`src/rtl/dtree_pkg.sv`:
```
// Shared widths, defaults and event types for the decision-tree readout path.
package dtree_pkg;

  localparam int DEF_FEATURES    = 3;
  localparam int DEF_LABEL_WIDTH = 4;
  localparam int DEF_TS_WIDTH    = 16;
  localparam int DEF_DEPTH       = 8;
  localparam int DEF_DROP_WIDTH  = 8;

  // A single-feature tree still needs one bit of level/path.
  function automatic int leaf_width(input int features);
    return (features < 2) ? 1 : $clog2(features);
  endfunction

  localparam int LW        = leaf_width(DEF_FEATURES);
  localparam int IDX_WIDTH = 2 * LW;

  typedef logic [IDX_WIDTH-1:0] leaf_idx_t;

  typedef struct packed {
    logic [DEF_LABEL_WIDTH-1:0] label;
    logic [DEF_TS_WIDTH-1:0]    timestamp;
  } label_event_t;

endpackage

```
`src/rtl/sync_fifo.sv`:
```
// Synchronous FIFO with a DEPTH+1-state occupancy counter and register-array head.
module sync_fifo #(
  parameter int WIDTH = 8,
  parameter int DEPTH = 8
) (
  input  logic             clk,
  input  logic             reset,
  input  logic             push_i,
  input  logic             pop_i,
  input  logic [WIDTH-1:0] wdata_i,
  output logic [WIDTH-1:0] rdata_o,
  output logic             full_o,
  output logic             empty_o
);

  localparam int AW = (DEPTH < 2) ? 1 : $clog2(DEPTH);
  localparam logic [AW:0] FULL_COUNT = (AW+1)'(DEPTH);

  logic [WIDTH-1:0] mem_q [DEPTH];
  logic [AW-1:0]    wr_ptr_q;
  logic [AW-1:0]    rd_ptr_q;
  logic [AW:0]      count_q;
  logic [AW:0]      count_d;
  logic             do_push;
  logic             do_pop;

  assign empty_o = (count_q == '0);
  assign full_o  = (count_q == FULL_COUNT);
  assign rdata_o = mem_q[rd_ptr_q];

  // A pop frees the head slot in the same edge, so a full FIFO may still take a push.
  assign do_pop  = pop_i && !empty_o;
  assign do_push = push_i && (!full_o || do_pop);

  always_comb begin
    count_d = count_q;
    if (do_push && !do_pop) begin
      count_d = count_q + 1'b1;
    end else if (do_pop && !do_push) begin
      count_d = count_q - 1'b1;
    end
  end

  always_ff @(posedge clk) begin
    if (reset) begin
      wr_ptr_q <= '0;
      rd_ptr_q <= '0;
      count_q  <= '0;
      for (int i = 0; i < DEPTH; i++) begin
        mem_q[i] <= '0;
      end
    end else begin
      if (do_push) begin
        mem_q[wr_ptr_q] <= wdata_i;
        wr_ptr_q        <= wr_ptr_q + 1'b1;
      end
      if (do_pop) begin
        rd_ptr_q <= rd_ptr_q + 1'b1;
      end
      count_q <= count_d;
    end
  end

endmodule

```
`src/rtl/leaf_label_fifo.sv`:
```
// Maps classifier leaves to labels, timestamps them and queues them for readout.
// Define CLASS_COUNT_EN to add per-class accepted-event counters (cnt_sel/cnt_value).
module leaf_label_fifo
  import dtree_pkg::*;
#(
  parameter int FEATURES    = DEF_FEATURES,
  parameter int LABEL_WIDTH = DEF_LABEL_WIDTH,
  parameter int TS_WIDTH    = DEF_TS_WIDTH,
  parameter int DEPTH       = DEF_DEPTH,
  parameter int DROP_WIDTH  = DEF_DROP_WIDTH,
  localparam int LWD        = leaf_width(FEATURES),
  localparam int IDX_W      = 2 * LWD
) (
  input  logic                   clk,
  input  logic                   reset,
`ifdef CLASS_COUNT_EN
  input  logic [LABEL_WIDTH-1:0] cnt_sel,
  output logic [TS_WIDTH-1:0]    cnt_value,
`endif
  input  logic [LWD-1:0]         level,
  input  logic [LWD-1:0]         path,
  input  logic                   in_valid,
  input  logic                   cfg_we,
  input  logic [IDX_W-1:0]       cfg_addr,
  input  logic [LABEL_WIDTH-1:0] cfg_label,
  output logic                   m_valid,
  input  logic                   m_ready,
  output logic [LABEL_WIDTH-1:0] m_label,
  output logic [TS_WIDTH-1:0]    m_timestamp,
  output logic [DROP_WIDTH-1:0]  drop_count,
  output logic                   overflow
);

  localparam int TABLE_SIZE  = 2 ** IDX_W;
  localparam int NUM_CLASSES = 2 ** LABEL_WIDTH;
  localparam int EVT_W       = LABEL_WIDTH + TS_WIDTH;

  logic [TS_WIDTH-1:0]    ts_q;
  logic                   stage_valid_q;
  logic [IDX_W-1:0]       stage_idx_q;
  logic [TS_WIDTH-1:0]    stage_ts_q;
  logic [LABEL_WIDTH-1:0] table_q [TABLE_SIZE];
  logic [DROP_WIDTH-1:0]  drop_q;
  logic                   overflow_q;

  logic                   push;
  logic                   pop;
  logic                   fifo_full;
  logic                   fifo_empty;
  logic                   drop;
  logic [LABEL_WIDTH-1:0] push_label;
  logic [EVT_W-1:0]       push_data;
  logic [EVT_W-1:0]       head_data;

  always_ff @(posedge clk) begin
    if (reset) begin
      ts_q          <= '0;
      stage_valid_q <= 1'b0;
      stage_idx_q   <= '0;
      stage_ts_q    <= '0;
    end else begin
      ts_q          <= ts_q + 1'b1;
      stage_valid_q <= in_valid;
      if (in_valid) begin
        stage_idx_q <= {level, path};
        stage_ts_q  <= ts_q;
      end
    end
  end

  always_ff @(posedge clk) begin
    if (reset) begin
      for (int i = 0; i < TABLE_SIZE; i++) begin
        table_q[i] <= '0;
      end
    end else if (cfg_we) begin
      table_q[cfg_addr] <= cfg_label;
    end
  end

  // The table read is combinational from the registers, so a same-cycle write is seen one event later.
  assign push_label = table_q[stage_idx_q];
  assign push_data  = {push_label, stage_ts_q};
  assign push       = stage_valid_q;
  assign pop        = !fifo_empty && m_ready;
  assign drop       = push && fifo_full && !pop;

  sync_fifo #(
    .WIDTH (EVT_W),
    .DEPTH (DEPTH)
  ) u_fifo (
    .clk     (clk),
    .reset   (reset),
    .push_i  (push),
    .pop_i   (pop),
    .wdata_i (push_data),
    .rdata_o (head_data),
    .full_o  (fifo_full),
    .empty_o (fifo_empty)
  );

  always_ff @(posedge clk) begin
    if (reset) begin
      drop_q     <= '0;
      overflow_q <= 1'b0;
    end else if (drop) begin
      if (drop_q != '1) begin
        drop_q <= drop_q + 1'b1;
      end
      overflow_q <= 1'b1;
    end
  end

  assign m_valid                = !fifo_empty;
  assign {m_label, m_timestamp} = head_data;
  assign drop_count             = drop_q;
  assign overflow               = overflow_q;

`ifdef CLASS_COUNT_EN
  logic [TS_WIDTH-1:0] cnt_q [NUM_CLASSES];
  logic [TS_WIDTH-1:0] cnt_value_q;
  logic                accept;

  assign accept    = push && (!fifo_full || pop);
  assign cnt_value = cnt_value_q;

  always_ff @(posedge clk) begin
    if (reset) begin
      for (int i = 0; i < NUM_CLASSES; i++) begin
        cnt_q[i] <= '0;
      end
      cnt_value_q <= '0;
    end else begin
      if (accept && (cnt_q[push_label] != '1)) begin
        cnt_q[push_label] <= cnt_q[push_label] + 1'b1;
      end
      cnt_value_q <= cnt_q[cnt_sel];
    end
  end
`else
  // Build without class counters: nothing beyond the readout queue.
`endif

endmodule

```
`config.mk`:
```
export PLATFORM = sky130hd
export DESIGN_NAME = leaf_label_fifo
export DESIGN_NICKNAME = d
export VERILOG_FILES = /design/src/rtl/dtree_pkg.sv /design/src/rtl/sync_fifo.sv /design/src/rtl/leaf_label_fifo.sv
export SDC_FILE = /design/constraint.sdc
export NUM_CORES = 1
export LEC_CHECK = 0
export BUFFER_PORTS_ARGS = -buffer_cell sky130_fd_sc_hd__buf_2
export CORE_MARGIN = 2
export CORE_UTILIZATION = 62
export DETAILED_ROUTE_END_ITERATION = 10
export PLACE_DENSITY_LB_ADDON = 0.2
export SLEW_MARGIN = 20
export SYNTH_ARGS = -nofsm -noshare
export SYNTH_HDL_FRONTEND = slang
export SYNTH_SLANG_ARGS = --single-unit
```
`constraint.sdc`:
```
create_clock -name clk -period 3.1 [get_ports clk]
set_input_delay 0.155 -clock clk [delete_from_list [all_inputs] [get_ports clk]]
set_output_delay 0.155 -clock clk [all_outputs]
set_load 0.005 [all_outputs]
```
; ---- Word level (Yosys, flattened, before mapping)
; Memory sizes are Yosys's and may differ from the RTL's. A register that Yosys moved wholly into a read port is not among the register bits.
; Index checks and enable logic that the tools add are counted.
[op_classes]
muxes = 20
add_sub_neg = 6
reduce_logical = 18
eq_ne = 2
[ops]
columns = cell, count
row1 = $mux W4, 6
row2 = $mux W20, 1
row3 = $reduce_or A20 Y1, 1
row4 = $add A16 B1 Y16 const B, 1
row5 = $mux W1, 10
row6 = $mux W3, 3
row7 = $add A8 B1 Y8 const B, 1
row8 = $ne A8 B8 Y1 const B, 1
row9 = $logic_and A1 B1 Y1, 7
row10 = $add A3 B1 Y3 const B, 2
row11 = $logic_not A1 Y1, 5
row12 = $add A4 B1 Y4 const B, 1
row13 = $eq A4 B4 Y1 const B, 1
row14 = $logic_not A4 Y1, 1
row15 = $reduce_or A4 Y1, 1
row16 = $sub A4 B1 Y4 const B, 1
row17 = $reduce_and A2 Y1, 1
row18 = $reduce_bool A2 Y1, 1
row19 = $logic_or A1 B1 Y1, 1
[totals]
word_cells = 57
reg_bits = 56
n_memories = 2
mem_bits_rw = 224
inputBits = 17
output_inout_bits = 30
[mem_list]
columns = name, words, width, read_ports, rd_ports_with_merged_regs, wr, line_no
row1 = u_fifo.mem_q, 8, 20, 1, 1, 8, sync_fifo.sv:19  ; logic [WIDTH-1:0] mem_q [DEPTH];
row2 = table_q, 16, 4, 1, 1, 16, leaf_label_fifo.sv:42  ; logic [LABEL_WIDTH-1:0] table_q [TABLE_SIZE];

; ---- Longest topological paths before layout
; Gate-level depths: netlist of the first run.
[depth]
ltp_word = 11
ltp_mapped = 10
ltp_nobuf = 10

; ---- By module
; From an unflattened synthesis of the first run, not the netlist that was laid out.
[unflattened]
hier_cells = 928
area_unflattened_um2 = 12952.4
[modules_own_cells]
columns = module, cells_per_inst, seq_area_each_um2, area_each_um2, n_inst
row1 = sync_fifo, 515, 5064.9, 7980.2, 1
row2 = leaf_label_fifo, 413, 2922.8, 4972.3, 1

; ---- Worst setup path after synthesis of the first run
; OpenSTA, ideal clock, no wires.
[synth_path]
path_type = register to register
from = register u_fifo.count_q[0]
to = register u_fifo.count_q[3]
period_less_slack_ps = 2659
setup_time_ps = 121
t_required_ps = 2979
arrival_ps = 2538
n_path_buf = 0
path_stages_with_launch = 11
slack_ps = 441
cell_sequence = dfxtp_1 or3_1 o21ai_0 inv_1 ha_1 inv_1 ha_1 a21oi_1 a211oi_1 a31oi_1 mux2_2
[synth_between]
elab_chain_len = 9
word_cells_on_any_way = 17
cone_classes = add/sub (2) / eq/ne (1) / mux (2) / reduce/logical (12)
[synth_lines]
columns = item, line_no
row1 = "start, declared", sync_fifo.sv:22  ; logic [AW:0] count_q;
row2 = "start signal, assigned", sync_fifo.sv:60  ; count_q <= count_d;
row3 = $logic_not A4 Y1, sync_fifo.sv:27  ; assign empty_o = (count_q == '0);
row4 = $logic_not A1 Y1, "sync_fifo.sv:32, leaf_label_fifo.sv:85"
row5 = $logic_and A1 B1 Y1, leaf_label_fifo.sv:85  ; assign pop = !fifo_empty && m_ready;
row6 = $logic_and A1 B1 Y1, sync_fifo.sv:32  ; assign do_pop = pop_i && !empty_o;
row7 = $logic_or A1 B1 Y1, sync_fifo.sv:33  ; assign do_push = push_i && (!full_o || do_pop);
row8 = $logic_and A1 B1 Y1, sync_fifo.sv:33
row9 = $logic_not A1 Y1, sync_fifo.sv:39  ; end else if (do_pop && !do_push) begin
row10 = $logic_and A1 B1 Y1, sync_fifo.sv:39
row11 = $reduce_bool A2 Y1 (no source line), --
; Several ways; a longest one is shown, not always the timed one. The select of a mux whose other input is x is not followed.
; A chain may end at the register's enable or synchronous reset.

; ---- Final worst setup path of the first run
; Ends and elaborated chain as after synthesis.

==> key figures, run 1 <==
Synth
  • Seq/Total Area, Yosys: about three fifths
  • Synth Area in Compound Gates: 3.336%
  • Post-synth EDFFs: between 200 and 250
  • Top-area cell type share of the netlist area: 51.84%
  • Largest cells by area after synthesis: edfxtp_1, dfxtp_1, and2_1, mux4_2, mux2_2
  • Synth Net Count: 975
  • Avg Cell Area, Syn: 13.66 µm²
  • Post-Synth Adder-Cell Area: 0.8292%
  • Async S/R FF share, synth: 0%
  • Post-synth top area cell: edfxtp_1
  • Netlist cell types: 56
  • Synth Area in Simple Gates: 17.96%
  • Synth Warn #: 0
  • #FFs+latches synth: 287
  • Synth Area in XOR/XNOR: 1.215%
  • Post-synthesis cell count: 950
  • Post-synthesis mux area share: 13.31%
  • Synth Flop Type: edfxtp_1
  • Cell area after synthesis: 0.01298 mm²
  • Main combinational cell family by area after synthesis: simple AND/OR/NAND/NOR gates

Clock tree
  • Max Buffers Root-to-Sink: 3
  • CTS buffer count: 29
  • Clock slew at reported path FFs: 0.06 ns
  • H-tree depth: 1
  • Postcts setup bufs: 0
  • Clk_lat worst skew: ~0.55 ns
  • Hold-fix buffers, CTS: 4
  • PostCTS Resize Cnt: 0
  • Clock sink count: 287
  • CTS root buf: clkbuf_16
  • CTS tree: built

Route
  • Antenna Violating Nets Remaining: 0
  • Via count: between 7,000 and 8,000
  • Avg WL per Cell: 20.26 µm
  • Vias per cell: about 5.8
  • Final wirelength: 26,170 µm
  • Initial DRT Pass Iterations: 5
  • Starting DRT DRC Count: 373
  • Drt drc: 0

Place
  • Final HPWL DP: 16,030 µm
  • Placement Cell Area: 0.01351 mm²
  • RePlAce Congestion: roughly 0.79
  • Post-placement cell count: around 1,200
  • IO Port Bufs: 46

Critical path
  • Crit-path max FO: 5
  • Data required time of the worst path: 3.52 ns
  • Reg-to-Reg Start: u_fifo.count_q[0]
  • CP max-delay cell: or3_1
  • Critical Path AT: 3.12 ns
  • FF-to-FF setup slack: 0.40 ns
  • Setup crit end kind: register
  • Buf/Inv on CP: 1
  • Slowest stage delay, CP: around 0.46 ns
  • Most common cell type on the critical path: ha_1
  • FF-to-FF path depth: 9
  • Setup crit start kind: register
  • Largest delay contributor family on the critical path: compound AO/OA/AOI/OAI gates
  • Crit path cell chain: or3_1 > o21ai_1 > ha_1 > inv_1 > ha_1 > a21oi_1 > a211oi_1 > a31oi_1 > mux2_2
  • Worst R2R End: u_fifo.count_q[3]
  • Crit path kind: register to register

Cells and area
  • Layout area overhead: 11.74%
  • Fraction of layout cells with a size suffix above 1: 22.21%
  • Final instance area: 0.01450 mm²
  • Fin cells: ~1,300
  • Final #Nets: 1,025
  • # diodes: 0

Timing
  • Worst-Margin Slew: 0.8542 ns
  • Final Cycle Share: 87.00%
  • Setup Skew: 0.01951 ns
  • Minimum clock period: 2.697 ns
  • Fmax: 370.8 MHz
  • Final TNS setup: 0 ns
  • Final Hold Fails: 0
  • Final setup fails: 0
  • RSZ-0062 raised after global routing: false
  • Slew Limit Fails: 0
  • Rel. slew slack: 42.94%

Job
  • # Max-Cap Violations: 0

Floorplan
  • Num rows: 52
  • Chip Height: 148.7 µm
  • Ports: 47
  • Die ar.: 0.02210 mm²
  • Die Width: approximately 150 µm
  • Core ar.: between 0.02 and 0.025 mm²
  • Starting Density: 63.72%

GRT
  • Vias in the first global route: 7,575
  • Initial antenna violation count: 0
  • Largest net degree at the start of global routing: 48
  • GRT Util Overall: 24.55%
  • First-pass GRT wire length: 41,610 µm
  • Overflow after GRT: 0

Min path
  • Hold_sp: reset
  • Worst hold path depth: 2
  • Hold Path Class: input pin to register
  • Hold Path Sink: u_fifo.wr_ptr_q[1]

Power
  • P_leak: 5.279 nW
  • Pwr dens: around 630 mW/mm²
  • Maximum VDD drop: between 0.0004 and 0.0005 V

Run status
  • Status: finished clean
## flip-flops by register name, indices dropped and copies added (netlist names), named ones only
name and flops:
u_fifo.wr_ptr_q 3, push 1, u_fifo.rd_ptr_q 3, u_fifo.mem_q 160, overflow 1, drop_count 8
stage_ts_q 16, table_q 64, ts_q 16, u_fifo.count_q 4, stage_idx_q 4
## power breakdown
group,internal (W),total (W),switching (W)
clock network,0.00200,0.00345,0.00145
registers,0.00432,0.00442,0.000102
logic,0.000592,0.00124,0.000648
total,0.00691,0.00911,0.00220
## per-stage QoR
| stage | setup slack [ns] | util [%] | hold slack [ns] | power (W) |
|---|---|---|---|---|
| 6_report | 0.4030 | 71.20 | 0.02199 | 0.009108 |
| 3_3_place_gp | 0.4686 | 66.35 | 0.4196 | 0.005718 |
| 5_1_grt | 0.1594 | 71.20 | 0.05731 | 0.009441 |
| 2_1_floorplan | 0.4414 | - | 0.3288 | 0.005373 |
| 3_5_place_dp | 0.3891 | 66.35 | 0.4370 | 0.005750 |
| 4_1_cts | 0.3768 | 71.20 | 0.01011 | 0.009167 |
## layer usage
metal  vias up  global-route usage [%]  wire length (µm)
li1       3558                       -                 -
met1      3734                   31.95             10940
met2       189                   43.68             13370
met3        43                   3.436              1254
met4         0                   6.524               599
met5         -                       0                 0
## layout make-up
cell class / instances / area (µm²)
clock buffers: 34 / 797.0
repair buffers: 69 / 437.9
inverters: 4 / 15.01
multi-input cells: 609 / 4771
clock inverters: 19 / 151.4
flip-flops and latches: 287 / 7990
well taps: 270 / 337.8
fillers: 1350 / 5864
## logic make-up after synthesis
kind of cell | count (synthesis)
buf+inv | 54
simple gates | 414
flops | 287
compound gates | 58
mux | 111
xor+xnor | 18
fa+ha+maj | 8
## cells in the final DEF, fill, tap and decap left out, types with 9 or more instances in the layout
cell / synthesis / final
a21oi_1: 11 / 11
and2_1: 193 / 193
buf_2: 5 / 46
buf_4: 2 / 17
clkbuf_16: 0 / 31
dfxtp_1: 63 / 61
edfxtp_1: 224 / 224
mux2_2: 32 / 32
mux2i_1: 33 / 33
mux4_2: 46 / 46
nand2_1: 27 / 27
nand2b_1: 10 / 10
nand3_1: 10 / 10
nor2_1: 87 / 87
nor2b_1: 18 / 18
o22ai_1: 9 / 9
or2_2: 24 / 24
or3_1: 11 / 11
xor2_1: 12 / 12
## Yosys cell counts, drive strengths merged (11+ instances only)
cell type	instances
nand2	28
a211oi	11
nor2	87
or3	11
mux2i	33
dfxtp	63
mux4	46
clkbuf	40
a21oi	11
xor2	12
edfxtp	224
and2	193
nor2b	18
mux2	32
or2	24
## worst register-to-register path, delay by kind of cell (launching register included)
| family | cells | cell delay (ns) |
|---|---|---|
| muxes | 1 | 0.35 |
| adders and majority gates | 2 | 0.56 |
| DFF | 1 | 0.38 |
| AOI/OAI and AO/OA | 4 | 0.76 |
| and+or+nand+nor | 1 | 0.47 |
| buffers and inverters | 1 | 0.10 |
## worst max path at each step
stage / to / slack (ns) / startpoint / cells after the start
floorplan: u_fifo.count_q[3] / 0.44 / u_fifo.count_q[0] / 10
global placement: u_fifo.count_q[3] / 0.47 / u_fifo.count_q[0] / 9
detailed placement: u_fifo.count_q[3] / 0.39 / u_fifo.count_q[0] / 9
CTS: u_fifo.count_q[3] / 0.38 / u_fifo.count_q[0] / 9
global route: u_fifo.count_q[3] / 0.16 / u_fifo.count_q[0] / 10
finish: u_fifo.count_q[3] / 0.40 / u_fifo.count_q[0] / 9
(Power assumes the default switching activity.)
==> inputs of run 2 (changes only) <==
- HOLD_SLACK_MARGIN: default -> 0.03
==> key figures, run 2 (same netlist as run 1, synthesis figures left out) <==
Critical path
  • Reg-to-Reg Start: u_fifo.count_q[0] (unchanged)
  • Most common cell type on the critical path: ha_1 (unchanged)
  • Setup crit end kind: register (unchanged)
  • Slowest stage delay, CP: 0.46 ns (about the same)
  • Data required time of the worst path: 3.52 ns (about the same)
  • Crit path kind: register to register (unchanged)
  • Worst R2R End: u_fifo.count_q[3] (unchanged)
  • FF-to-FF setup slack: 0.40 ns (about the same)
  • Largest delay contributor family on the critical path: compound AO/OA/AOI/OAI gates (unchanged)
  • CP max-delay cell: or3_1 (unchanged)
  • Crit-path max FO: 5 (unchanged)
  • Setup crit start kind: register (unchanged)
  • Buf/Inv on CP: 1 (unchanged)
  • Crit path cell chain: or3_1 > o21ai_1 > ha_1 > inv_1 > ha_1 > a21oi_1 > a211oi_1 > a31oi_1 > mux2_2 (unchanged)
  • Critical path depth: 9 (unchanged)
  • Critical Path AT: 3.12 ns (about the same)
  • FF-to-FF path depth: 9 (unchanged)

Min path
  • Hold_sp: m_ready (was reset)
  • Hold Path Sink: u_fifo.rd_ptr_q[2] (was u_fifo.wr_ptr_q[1])
  • Worst hold path depth: 4 (was 2)
  • Hold Path Class: input pin to register (unchanged)

GRT
  • Largest net degree at the start of global routing: 48 (unchanged)
  • First-pass GRT wire length: 41,610 µm (unchanged)
  • GRT Util Overall: 24.55% (unchanged)
  • Overflow after GRT: 0 (unchanged)
  • Initial antenna violation count: 0 (unchanged)
  • Vias in the first global route: 7,575 (unchanged)

Clock tree
  • Clock slew at reported path FFs: 0.06 ns (about the same)
  • Max Buffers Root-to-Sink: 3 (unchanged)
  • CTS buffer count: 29 (unchanged)
  • Clock sink count: 287 (unchanged)
  • Clk_lat worst skew: 0.55 ns (about the same)
  • CTS tree: built (unchanged)
  • H-tree depth: 1 (unchanged)
  • PostCTS Resize Cnt: 0 (unchanged)
  • CTS root buf: clkbuf_16 (unchanged)

Place
  • IO Port Bufs: 46 (unchanged)
  • Final HPWL DP: 16,030 µm (unchanged)
  • RePlAce Congestion: 0.7922 (unchanged)
  • Post-placement cell count: 1,235 (unchanged)

Floorplan
  • Ports: 47 (unchanged)
  • Die ar.: 0.02210 mm² (unchanged)
  • Die Width: 148.7 µm (unchanged)
  • Starting Density: 63.72% (unchanged)
  • Num rows: 52 (unchanged)
  • Core ar.: 0.02036 mm² (unchanged)
  • Chip Height: 148.7 µm (unchanged)

Cells and area
  • Largest Register: u_fifo.mem_q (unchanged)
  • Layout area overhead: 11.82% (was 11.74%)
  • Layout fillers: 1,349 (was 1,350)
  • # diodes: 0 (unchanged)
  • Largest registers in the final layout: u_fifo.mem_q (160), table_q (64) (unchanged)
  • Most frequent cells in the layout: edfxtp_1, and2_1, nor2_1 (unchanged)
  • Area of the multi-input gates: 0.004771 mm² (unchanged)
  • Storage cell area: 0.007990 mm² (unchanged)
  • Fraction of layout cells with a size suffix above 1: 22.19% (was 22.21%)
  • Fin cells: 1,293 (was 1,292)
  • Final #Nets: 1,026 (was 1,025)
  • Max reg flops: 160 (unchanged)
  • Most common cell after layout, fill and taps aside: edfxtp_1 (unchanged)

Power
  • Maximum VDD drop: 0.0004220 V (was 0.0004222 V)
  • P_leak: 5.283 nW (was 5.279 nW)
  • Pwr dens: 627.8 mW/mm² (was 628.1 mW/mm²)

Route
  • Via count: 7,528 (was 7,524)
  • Drt drc: 0 (unchanged)
  • Avg WL per Cell: 20.20 µm (was 20.26 µm)
  • Final wirelength: 26,120 µm (was 26,170 µm)
  • Starting DRT DRC Count: 401 (was 373)
  • Vias per cell: 5.822 (was 5.824)
  • Initial DRT Pass Iterations: 4 (was 5)
  • Antenna Violating Nets Remaining: 0 (unchanged)

Timing
  • Slew Limit Fails: 0 (unchanged)
  • Final setup fails: 0 (unchanged)
  • Final TNS setup: 0 ns (unchanged)
  • Minimum clock period: 2.697 ns (about the same)
  • Final Cycle Share: 87.00% (about the same)
  • Final Hold Fails: 0 (unchanged)
  • RSZ-0062 raised after global routing: false (unchanged)
  • Rel. slew slack: 43.20% (was 42.94%)
  • Worst-Margin Slew: 0.8503 ns (was 0.8542 ns)
  • Setup Skew: 0.01944 ns (was 0.01951 ns)
  • Fmax: 370.8 MHz (about the same)

Job
  • # Max-Cap Violations: 0 (unchanged)

Run status
  • Status: finished clean (unchanged)
[run 2: worst max path at each step]
stage / slack [ns] / startpoint / to
4_1_cts: 0.38 / u_fifo.count_q[0] / u_fifo.count_q[3]
3_5_place_dp: 0.39 / u_fifo.count_q[0] / u_fifo.count_q[3]
5_1_grt: 0.16 / u_fifo.count_q[0] / u_fifo.count_q[3]
6_report: 0.40 / u_fifo.count_q[0] / u_fifo.count_q[3]
3_3_place_gp: 0.47 / u_fifo.count_q[0] / u_fifo.count_q[3]
2_1_floorplan: 0.44 / u_fifo.count_q[0] / u_fifo.count_q[3]
[run 2: area by class of cell]
type                       instances  area share (%)
sequential                       287           55.07
multi-input combinational        609           32.88
clock buffer                      34           5.493
timing repair buffer              70           3.087
tap                              270           2.328
clock inverter                    19           1.043
inverter                           4          0.1035
[run 2: timing repair]
item                                   in CTS  in global routing
hold buffers                                5                  0
endpoints found under the hold margin      11                  0
buffers inserted                            0                  0
[run 2: power breakdown]
part	switching, W	total [W]	internal [W]	leakage (nW)
registers	0.000102	0.00442	0.00432	2.78
clock network	0.00145	0.00345	0.00200	0.456
logic	0.000648	0.00124	0.000593	2.05
[run 2: worst reg2reg max path, stage by stage, from the launching register on]
cell      delay (ns)
dfxtp_1         0.38
or3_1           0.47
o21ai_1         0.31
ha_1            0.23
inv_1           0.10
ha_1            0.33
a21oi_1         0.19
a211oi_1        0.10
a31oi_1         0.16
mux2_2          0.35
[run 2: routing by layer]
metal / track usage (%) / wire, µm
met5: 0 / 0
met4: 6.524 / 585
met3: 3.436 / 1308
met2: 43.68 / 13420
met1: 31.95 / 10800
[run 2: through the flow]
stage | power (W) | utilization, % | worst slack, ns | hold WS [ns] | instance area (µm²)
2_1_floorplan | 0.005373 | - | 0.4414 | 0.3288 | 12980
3_3_place_gp | 0.005718 | 66.35 | 0.4686 | 0.4196 | 13510
3_5_place_dp | 0.005750 | 66.35 | 0.3891 | 0.4370 | 13510
4_1_cts | 0.009168 | 71.25 | 0.3768 | 0.09047 | 14510
5_1_grt | 0.009442 | 71.25 | 0.1594 | 0.1373 | 14510
6_report | 0.009110 | 71.25 | 0.4030 | 0.1169 | 14510
